[config.mk]
export PLATFORM = sky130hd
export DESIGN_NAME = change_dispenser
export DESIGN_NICKNAME = d
export VERILOG_FILES = /design/src/rtl/change_dispenser_pkg.sv /design/src/rtl/change_dispenser_coin_selector.sv /design/src/rtl/change_dispenser.sv
export SDC_FILE = /design/constraint.sdc
export NUM_CORES = 1
export LEC_CHECK = 0
export CAP_MARGIN = 20
export CORE_ASPECT_RATIO = 0.9
export CORE_MARGIN = 2
export CORE_UTILIZATION = 50
export CTS_CLUSTER_DIAMETER = 60
export DETAILED_ROUTE_END_ITERATION = 8
export HOLD_SLACK_MARGIN = 0.02
export PLACE_DENSITY = 0.79
export SLEW_MARGIN = 20
export SYNTH_ARGS = -nofsm -noshare
export SYNTH_HDL_FRONTEND = slang
export SYNTH_SLANG_ARGS = --single-unit
[constraint.sdc]
create_clock -name clock -period 3.7 [get_ports clock]
set_input_delay 0.74 -clock clock [delete_from_list [all_inputs] [get_ports clock]]
set_output_delay 0.74 -clock clock [all_outputs]
set_load 0.05 [all_outputs]
[src/rtl/change_dispenser_pkg.sv]
// Shared encodings for the change dispenser: main-FSM states, coin types,
// dispenser states and the default coin denominations.
package change_dispenser_pkg;

    localparam logic [2:0] MS_REFUND = 3'd2;
    localparam logic [2:0] MS_CHANGE = 3'd3;

    localparam logic [1:0] COIN_TYPE_A = 2'd0;
    localparam logic [1:0] COIN_TYPE_B = 2'd1;
    localparam logic [1:0] COIN_TYPE_C = 2'd2;
    localparam logic [1:0] COIN_TYPE_D = 2'd3;

    localparam int DEF_COIN_A = 10;
    localparam int DEF_COIN_B = 5;
    localparam int DEF_COIN_C = 2;
    localparam int DEF_COIN_D = 1;

    typedef enum logic [1:0] {
        ST_IDLE     = 2'd0,
        ST_DISPENSE = 2'd1,
        ST_DONE     = 2'd2,
        ST_HOLD     = 2'd3
    } disp_state_t;

endpackage

[src/rtl/change_dispenser_coin_selector.sv]
// Greedy largest-coin-first selection for the amount still owed.
module change_dispenser_coin_selector
    import change_dispenser_pkg::*;
#(
    parameter int COIN_A = DEF_COIN_A,
    parameter int COIN_B = DEF_COIN_B,
    parameter int COIN_C = DEF_COIN_C,
    parameter int COIN_D = DEF_COIN_D
) (
    input  logic [4:0] remaining,
    output logic [1:0] coinType,
    output logic [4:0] coinValue
);

    always_comb begin
        coinType  = COIN_TYPE_D;
        coinValue = 5'(COIN_D);
        if (remaining >= 5'(COIN_A)) begin
            coinType  = COIN_TYPE_A;
            coinValue = 5'(COIN_A);
        end else if (remaining >= 5'(COIN_B)) begin
            coinType  = COIN_TYPE_B;
            coinValue = 5'(COIN_B);
        end else if (remaining >= 5'(COIN_C)) begin
            coinType  = COIN_TYPE_C;
            coinValue = 5'(COIN_C);
        end
    end

endmodule

[src/rtl/change_dispenser.sv]
// Pays a change/refund amount out as a stream of coins over a valid/ready
// handshake, once per transaction, re-arming only after the main FSM moves on.
module change_dispenser
    import change_dispenser_pkg::*;
#(
    parameter int COIN_A = DEF_COIN_A,
    parameter int COIN_B = DEF_COIN_B,
    parameter int COIN_C = DEF_COIN_C,
    parameter int COIN_D = DEF_COIN_D
) (
    input  logic       clock,
    input  logic       reset,
    input  logic [2:0] mainState,
    input  logic [4:0] moneyToGive,
    input  logic       coinReady,
    output logic       coinValid,
    output logic [1:0] coinType,
    output logic       busy,
    output logic       done,
    output logic [4:0] coinCount
);

    disp_state_t state_q, state_d;
    logic [4:0]  remaining_q, remaining_d;
    logic [4:0]  count_q, count_d;
    logic [1:0]  sel_type;
    logic [4:0]  sel_value;
    logic        in_pay;

    change_dispenser_coin_selector #(
        .COIN_A(COIN_A),
        .COIN_B(COIN_B),
        .COIN_C(COIN_C),
        .COIN_D(COIN_D)
    ) u_sel (
        .remaining(remaining_q),
        .coinType (sel_type),
        .coinValue(sel_value)
    );

    assign in_pay = (mainState == MS_REFUND) || (mainState == MS_CHANGE);

    always_ff @(posedge clock or negedge reset) begin
        if (!reset) begin
            state_q     <= ST_IDLE;
            remaining_q <= 5'd0;
            count_q     <= 5'd0;
        end else begin
            state_q     <= state_d;
            remaining_q <= remaining_d;
            count_q     <= count_d;
        end
    end

    always_comb begin
        state_d     = state_q;
        remaining_d = remaining_q;
        count_d     = count_q;
        case (state_q)
            ST_IDLE: begin
                if (in_pay && (moneyToGive != 5'd0)) begin
                    remaining_d = moneyToGive;
                    count_d     = 5'd0;
                    state_d     = ST_DISPENSE;
                end
            end
            ST_DISPENSE: begin
                if (coinReady) begin
                    // COIN_D == 1 guarantees sel_value <= remaining_q here
                    remaining_d = remaining_q - sel_value;
                    count_d     = count_q + 5'd1;
                    if (remaining_d == 5'd0) begin
                        state_d = ST_DONE;
                    end
                end
            end
            ST_DONE: begin
                state_d = ST_HOLD;
            end
            ST_HOLD: begin
                if (!in_pay) begin
                    state_d = ST_IDLE;
                end
            end
            default: begin
                state_d = ST_IDLE;
            end
        endcase
    end

    assign coinValid = (state_q == ST_DISPENSE);
    assign coinType  = (state_q == ST_DISPENSE) ? sel_type : COIN_TYPE_A;
    assign busy      = (state_q == ST_DISPENSE) || (state_q == ST_DONE);
    assign done      = (state_q == ST_DONE);
    assign coinCount = count_q;

endmodule

# Word level (Yosys, flattened, before mapping)
# Cells that the tools add are included.
[op_classes]
addsub = 2
order_cmp = 3
eq_ne = 9
mux = 18
n_reduce_logical = 9
[op_table]
columns = ["cell", "count"]
rows = [
  ["2-to-1 mux 5 bit", 6],
  ["one-hot mux 5 bit (2 select lines)", 2],
  ["2-to-1 mux 2 bit", 8],
  ["one-hot mux 2 bit (4 select lines)", 1],
  ["== test 3 x 2 -> 1 bit, second input constant", 2],
  ["!= test 2 bit, second input constant", 3],
  ["adder 5 x 1 -> 5 bit, second input constant", 1],
  ["greater-or-equal comparator 5 x 2 -> 1 bit, second input constant", 1],
  ["greater-or-equal comparator 5 x 3 -> 1 bit, second input constant", 1],
  ["greater-or-equal comparator 5 x 4 -> 1 bit, second input constant", 1],
  ["zero test 5 bit", 1],
  ["nonzero test 5 bit", 1],
  ["subtractor 5 bit", 1],
  ["== test 2 bit, second input constant", 2],
  ["AND reduction 4 bit", 1],
  ["AND reduction 3 bit", 1],
  ["== test 2 x 1 -> 1 bit, second input constant", 1],
  ["zero test 2 bit", 1],
  ["logical OR 1 bit", 2],
  ["!= test 2 x 1 -> 1 bit, second input constant", 1],
  ["nonzero test 2 bit", 1],
  ["logical AND 1 bit", 1],
  ["2-to-1 mux 1 bit", 1],
]
[totals]
regBits = 12
in_bits = 11
out_inout_bits = 10
word_cells = 44

# Depth between registers and ports, before layout
[depth]
ltp_word = 9
depth_mapped = 11

# By module
# A second synthesis with hierarchy kept.
[unflattened]
cells_unflattened = 109
hier_area_um2 = 1012.2
[by_module_without_submodules]
columns = ["module", "instances", "cells_per_inst", "area_per_inst_um2", "seq_area_each_um2"]
rows = [
  ["change_dispenser", 1, 96, 933.4, 300.3],
  ["change_dispenser_coin_selector", 1, 13, 78.8, 0.0],
]

# Worst setup path after synthesis
# Ideal clock, no wire load.
[synth_timing]
path_type = "register to output"
startpoint = "register state_q[1]"
endpoint = "output port coinType[1]"
t_arrival_ns = 3.028
required_ns = 2.960
path_slack_ns = -0.068
stages_incl_launch_ff = 5
path_cell_list = "dfrtp_1 inv_1 ha_1 clkinv_1 nor4b_1"
[synth_via]
elab_chain_len = 2
[synth_rtl]
columns = ["element", "line", "source"]
rows = [
  ["start: declaration", "change_dispenser.sv:23", "disp_state_t state_q, state_d;"],
  ["start signal: assignment", "change_dispenser.sv:49", "state_q <= state_d;"],
  ["== test 2 x 1 -> 1 bit", "--", ""],
  ["via coinValid", "change_dispenser.sv:16", "output logic coinValid,"],
  ["2-to-1 mux 2 bit", "change_dispenser.sv:92", "assign coinType = (state_q == ST_DISPENSE) ? sel_type : COIN_TYPE_A;"],
  ["end: declaration", "change_dispenser.sv:17", "output logic [1:0] coinType,"],
]
# The timed path passes the listed nets, and every way through them passes these cells.

# Worst setup path after layout
[layout_timing]
startpoint = "register remaining_q[1]"
endpoint = "register state_q[1]"
[layout_via]
elab_chain_len = 8
[layout_rtl]
columns = ["element", "line", "source"]
rows = [
  ["start: declaration", "change_dispenser.sv:24", "logic [4:0] remaining_q, remaining_d;"],
  ["start signal: assignment", "change_dispenser.sv:50", "remaining_q <= remaining_d;"],
  ["greater-or-equal comparator 5 x 2 -> 1 bit", "change_dispenser_coin_selector.sv:24", "end else if (remaining >= 5'(COIN_C)) begin"],
  ["2-to-1 mux 2 bit", "change_dispenser_coin_selector.sv:24", ""],
  ["2-to-1 mux 5 bit", "change_dispenser_coin_selector.sv:21", "end else if (remaining >= 5'(COIN_B)) begin"],
  ["2-to-1 mux 5 bit", "change_dispenser_coin_selector.sv:18", "if (remaining >= 5'(COIN_A)) begin"],
  ["subtractor 5 bit *", "change_dispenser.sv:70", "remaining_d = remaining_q - sel_value;"],
  ["zero test 5 bit *", "change_dispenser.sv:72", "if (remaining_d == 5'd0) begin"],
  ["!= test 2 x 1 -> 1 bit (no line) *", "--", ""],
  ["AND reduction 4 bit (no line) *", "--", ""],
]
# Mark *: on every way between the ends. The rest lies on a longest branch, timed or not.
# A chain may end at the register's enable or synchronous reset.

==> metrics.yaml <==
outcome: "completed"
finalNetCount: 155
antenna_cells: 0
synth-simple-area-share: 0.2272
num_rows: 15
slew_violations: 0
cp_cell_sequence: "o21ai_0, nor2_1, nor2_1, nor2_1, ha_1, fa_1, nand3b_1, nor4b_2, a211oi_1, a2111oi_4, mux2_4"
clock-sinks: 12
avgViaCountPerCell: 5.516
fmax_ghz: 0.3309
cp_slowest_stage_delay_ns: 0.55
min_path_type: "reg2reg"
drt-total-wl_mm: 2.123
antenna_found_initial: 0
relSlewSlack: 0.6235
clkLatencyLatePin_ns: 0.27
synth_nets: 132
gr-max-usage-layer: "met2"
cts.clk_slew.worst_paths_ns: 0.08
dpl.hpwl_mm: 1.693
vias: 866
die_w_um: 50.81
avgSynthCellArea_um2: 8.963
hold_violations: 0
ys.flop_type: "dfrtp_1"
grt_max_degree: 14
final_common_cell: "clkdlybuf4s50_1"
pin_count: 21
slowest_stage: "fa_1"
setup_violations: 0
cts_hold_buf: 0
worstSetupStartpointType: "flip-flop"
nFillCells: 151
portBuffers: 19
tightest_slew_ns: 0.5647
post-cts-setup-buffers: 0
numCtsBuffers: 3
overflow: 0
gr-usage-met2: 0.3711
initial_utilization: 0.5201
grt_pass1_vias: 862
wl_per_cell_um: 13.52
synth_fa_ha_area_frac: 0.1472
cp.arrival_ns: 3.18
h-tree-depth: 1
yosysUniqueCellTypes: 36
yosysWarnings: 0
cpMostUsedCell: "nor2_1"
path_buf_inv: 0
core_um2: 1896
worstHoldStart: "remaining_q[0]"
period_needed_ns: 3.023
use_met3: 0.05844
clock-root-buffer: "clkbuf_4"
ys_seq_area_frac: 0.3046
first_iter_violations: 12
syn_inst: 110
final_cell_mix: "clkdlybuf4s50_1 (19), nor2_1 (12), dfrtp_1 (12), nand2_1 (10), ha_1 (10)"
post-route-drc-count: 0
cts_tree: "yes"
die_h_um: 46.13
cts_buffer_depth: 2
rsz0062_at_grt: "false"
gp_congestion: 0.8283
ys_ff_latch: 12
synth_top_family_by_area: "simple AND/OR/NAND/NOR gates"
grt_pass1_wl_mm: 3.705
synthMuxAreaShare: 0.04569
synth_xor_area_frac: 0.02665
synth_edf_count: 0
die_area_um2: 2344
rr_startpoint: "remaining_q[1]"
finalCritPeriodShare: 0.8169
fin_skew_ns: 0.002888
ant_nets: 0
syn2layout_area_growth_pct: 26.65
drv_cap: 0
synth_area_um2: 985.9
required_ns: 3.86
worst-path-max-fanout: 5
fin_setup_tns_ns: 0
grt_usage: 0.2137
cts-resized-gates: 0
first_pass_iters: 4
synthArstFlopShare: 1.000
synth_compound_area_frac: 0.1942
endpoint_kind: "flip-flop"
cp-startpoint: "remaining_q[1]"
worstSetupPathType: "reg2reg"
crit_family: "adder cells"
drive_above_1_share: 0.1439
grt_use_met1: 0.2618
## Yosys cell counts, drive strengths merged, types with 2 or more instances
cell type | instances | area share
inv | 7 | 0.027
buf | 3 | 0.020
or2 | 4 | 0.025
ha | 10 | 0.13
nand2b | 5 | 0.032
nor2 | 12 | 0.046
o21ai | 11 | 0.056
nand3 | 3 | 0.015
dfrtp | 12 | 0.30
a22o | 3 | 0.027
nor4b | 2 | 0.024
a21oi | 6 | 0.034
mux2i | 3 | 0.030
xnor2 | 2 | 0.018
nand2 | 10 | 0.038
## metrics by stage
stage	worst slack (ns)	area (um2)	std cells	util	hold slack, ns
final	0.6775	1249	157	0.6587	0.5297
after global routing	0.4166	1249	157	0.6587	0.5854
after CTS	0.7011	1249	157	0.6587	0.5369
after detailed placement	0.7250	1212	153	0.6396	0.5194
after global placement	0.7563	1212	153	0.6396	0.5038
after floorplan	0.4863	992.2	110	-	0.4444
## worst reg2reg max path: stages, from the launching register on
cell and delay, ns:
dfrtp_1 0.44, o21ai_0 0.22, nor2_1 0.09, nor2_1 0.17, nor2_1 0.07, ha_1 0.22, fa_1 0.55, nand3b_1 0.10
nor4b_2 0.23, a211oi_1 0.12, a2111oi_4 0.37, mux2_4 0.33
## per-layer routing
layer | vias to the layer above | share of wire
met5 | - | 0
met4 | 0 | 0.026
met3 | 6 | 0.035
met2 | 18 | 0.50
met1 | 416 | 0.44
li1 | 426 | -
## path summary, 6_finish.rpt
check | slack, ns | cells after the start | to
setup / recovery | 0.68 | 11 | state_q[1]
hold / removal | 0.53 | 2 | remaining_q[0]
setup reg to reg | 0.68 | 11 | state_q[1]
hold reg to reg | 0.53 | 2 | remaining_q[0]
max in group asynchronous | 2.56 | 1 | coinCount[2]
min in group asynchronous | 0.80 | 1 | remaining_q[3]
## state kept, by name, indices dropped and copies added, names as in the netlist
| signal | count |
|---|---|
| coinCount | 5 |
| remaining_q | 5 |
| state_q | 2 |
## area by class of cell
cell class / count / area [um2] / area share
timing repair buffer: 22 / 212.7 / 0.1703
inverter: 8 / 30.03 / 0.02405
clock buffer: 4 / 36.28 / 0.02906
multi-input combinational: 86 / 638.1 / 0.5110
sequential: 12 / 300.3 / 0.2405
tap: 25 / 31.28 / 0.02505
## logic make-up (layout without fill, tap and decap cells)
kind of cell | Yosys count | after routing
AO/OA/AOI/OAI | 26 | 26
buffers and inverters | 12 | 34
AND/OR/NAND/NOR | 42 | 42
adder cells (fa/ha/maj) | 11 | 11
XOR/XNOR | 3 | 3
flip-flops | 12 | 12
multiplexers | 4 | 4
Power is left out: the tool's default activity adds up to more than one toggle a clock period on the data nets, which glitch-free logic cannot reach.
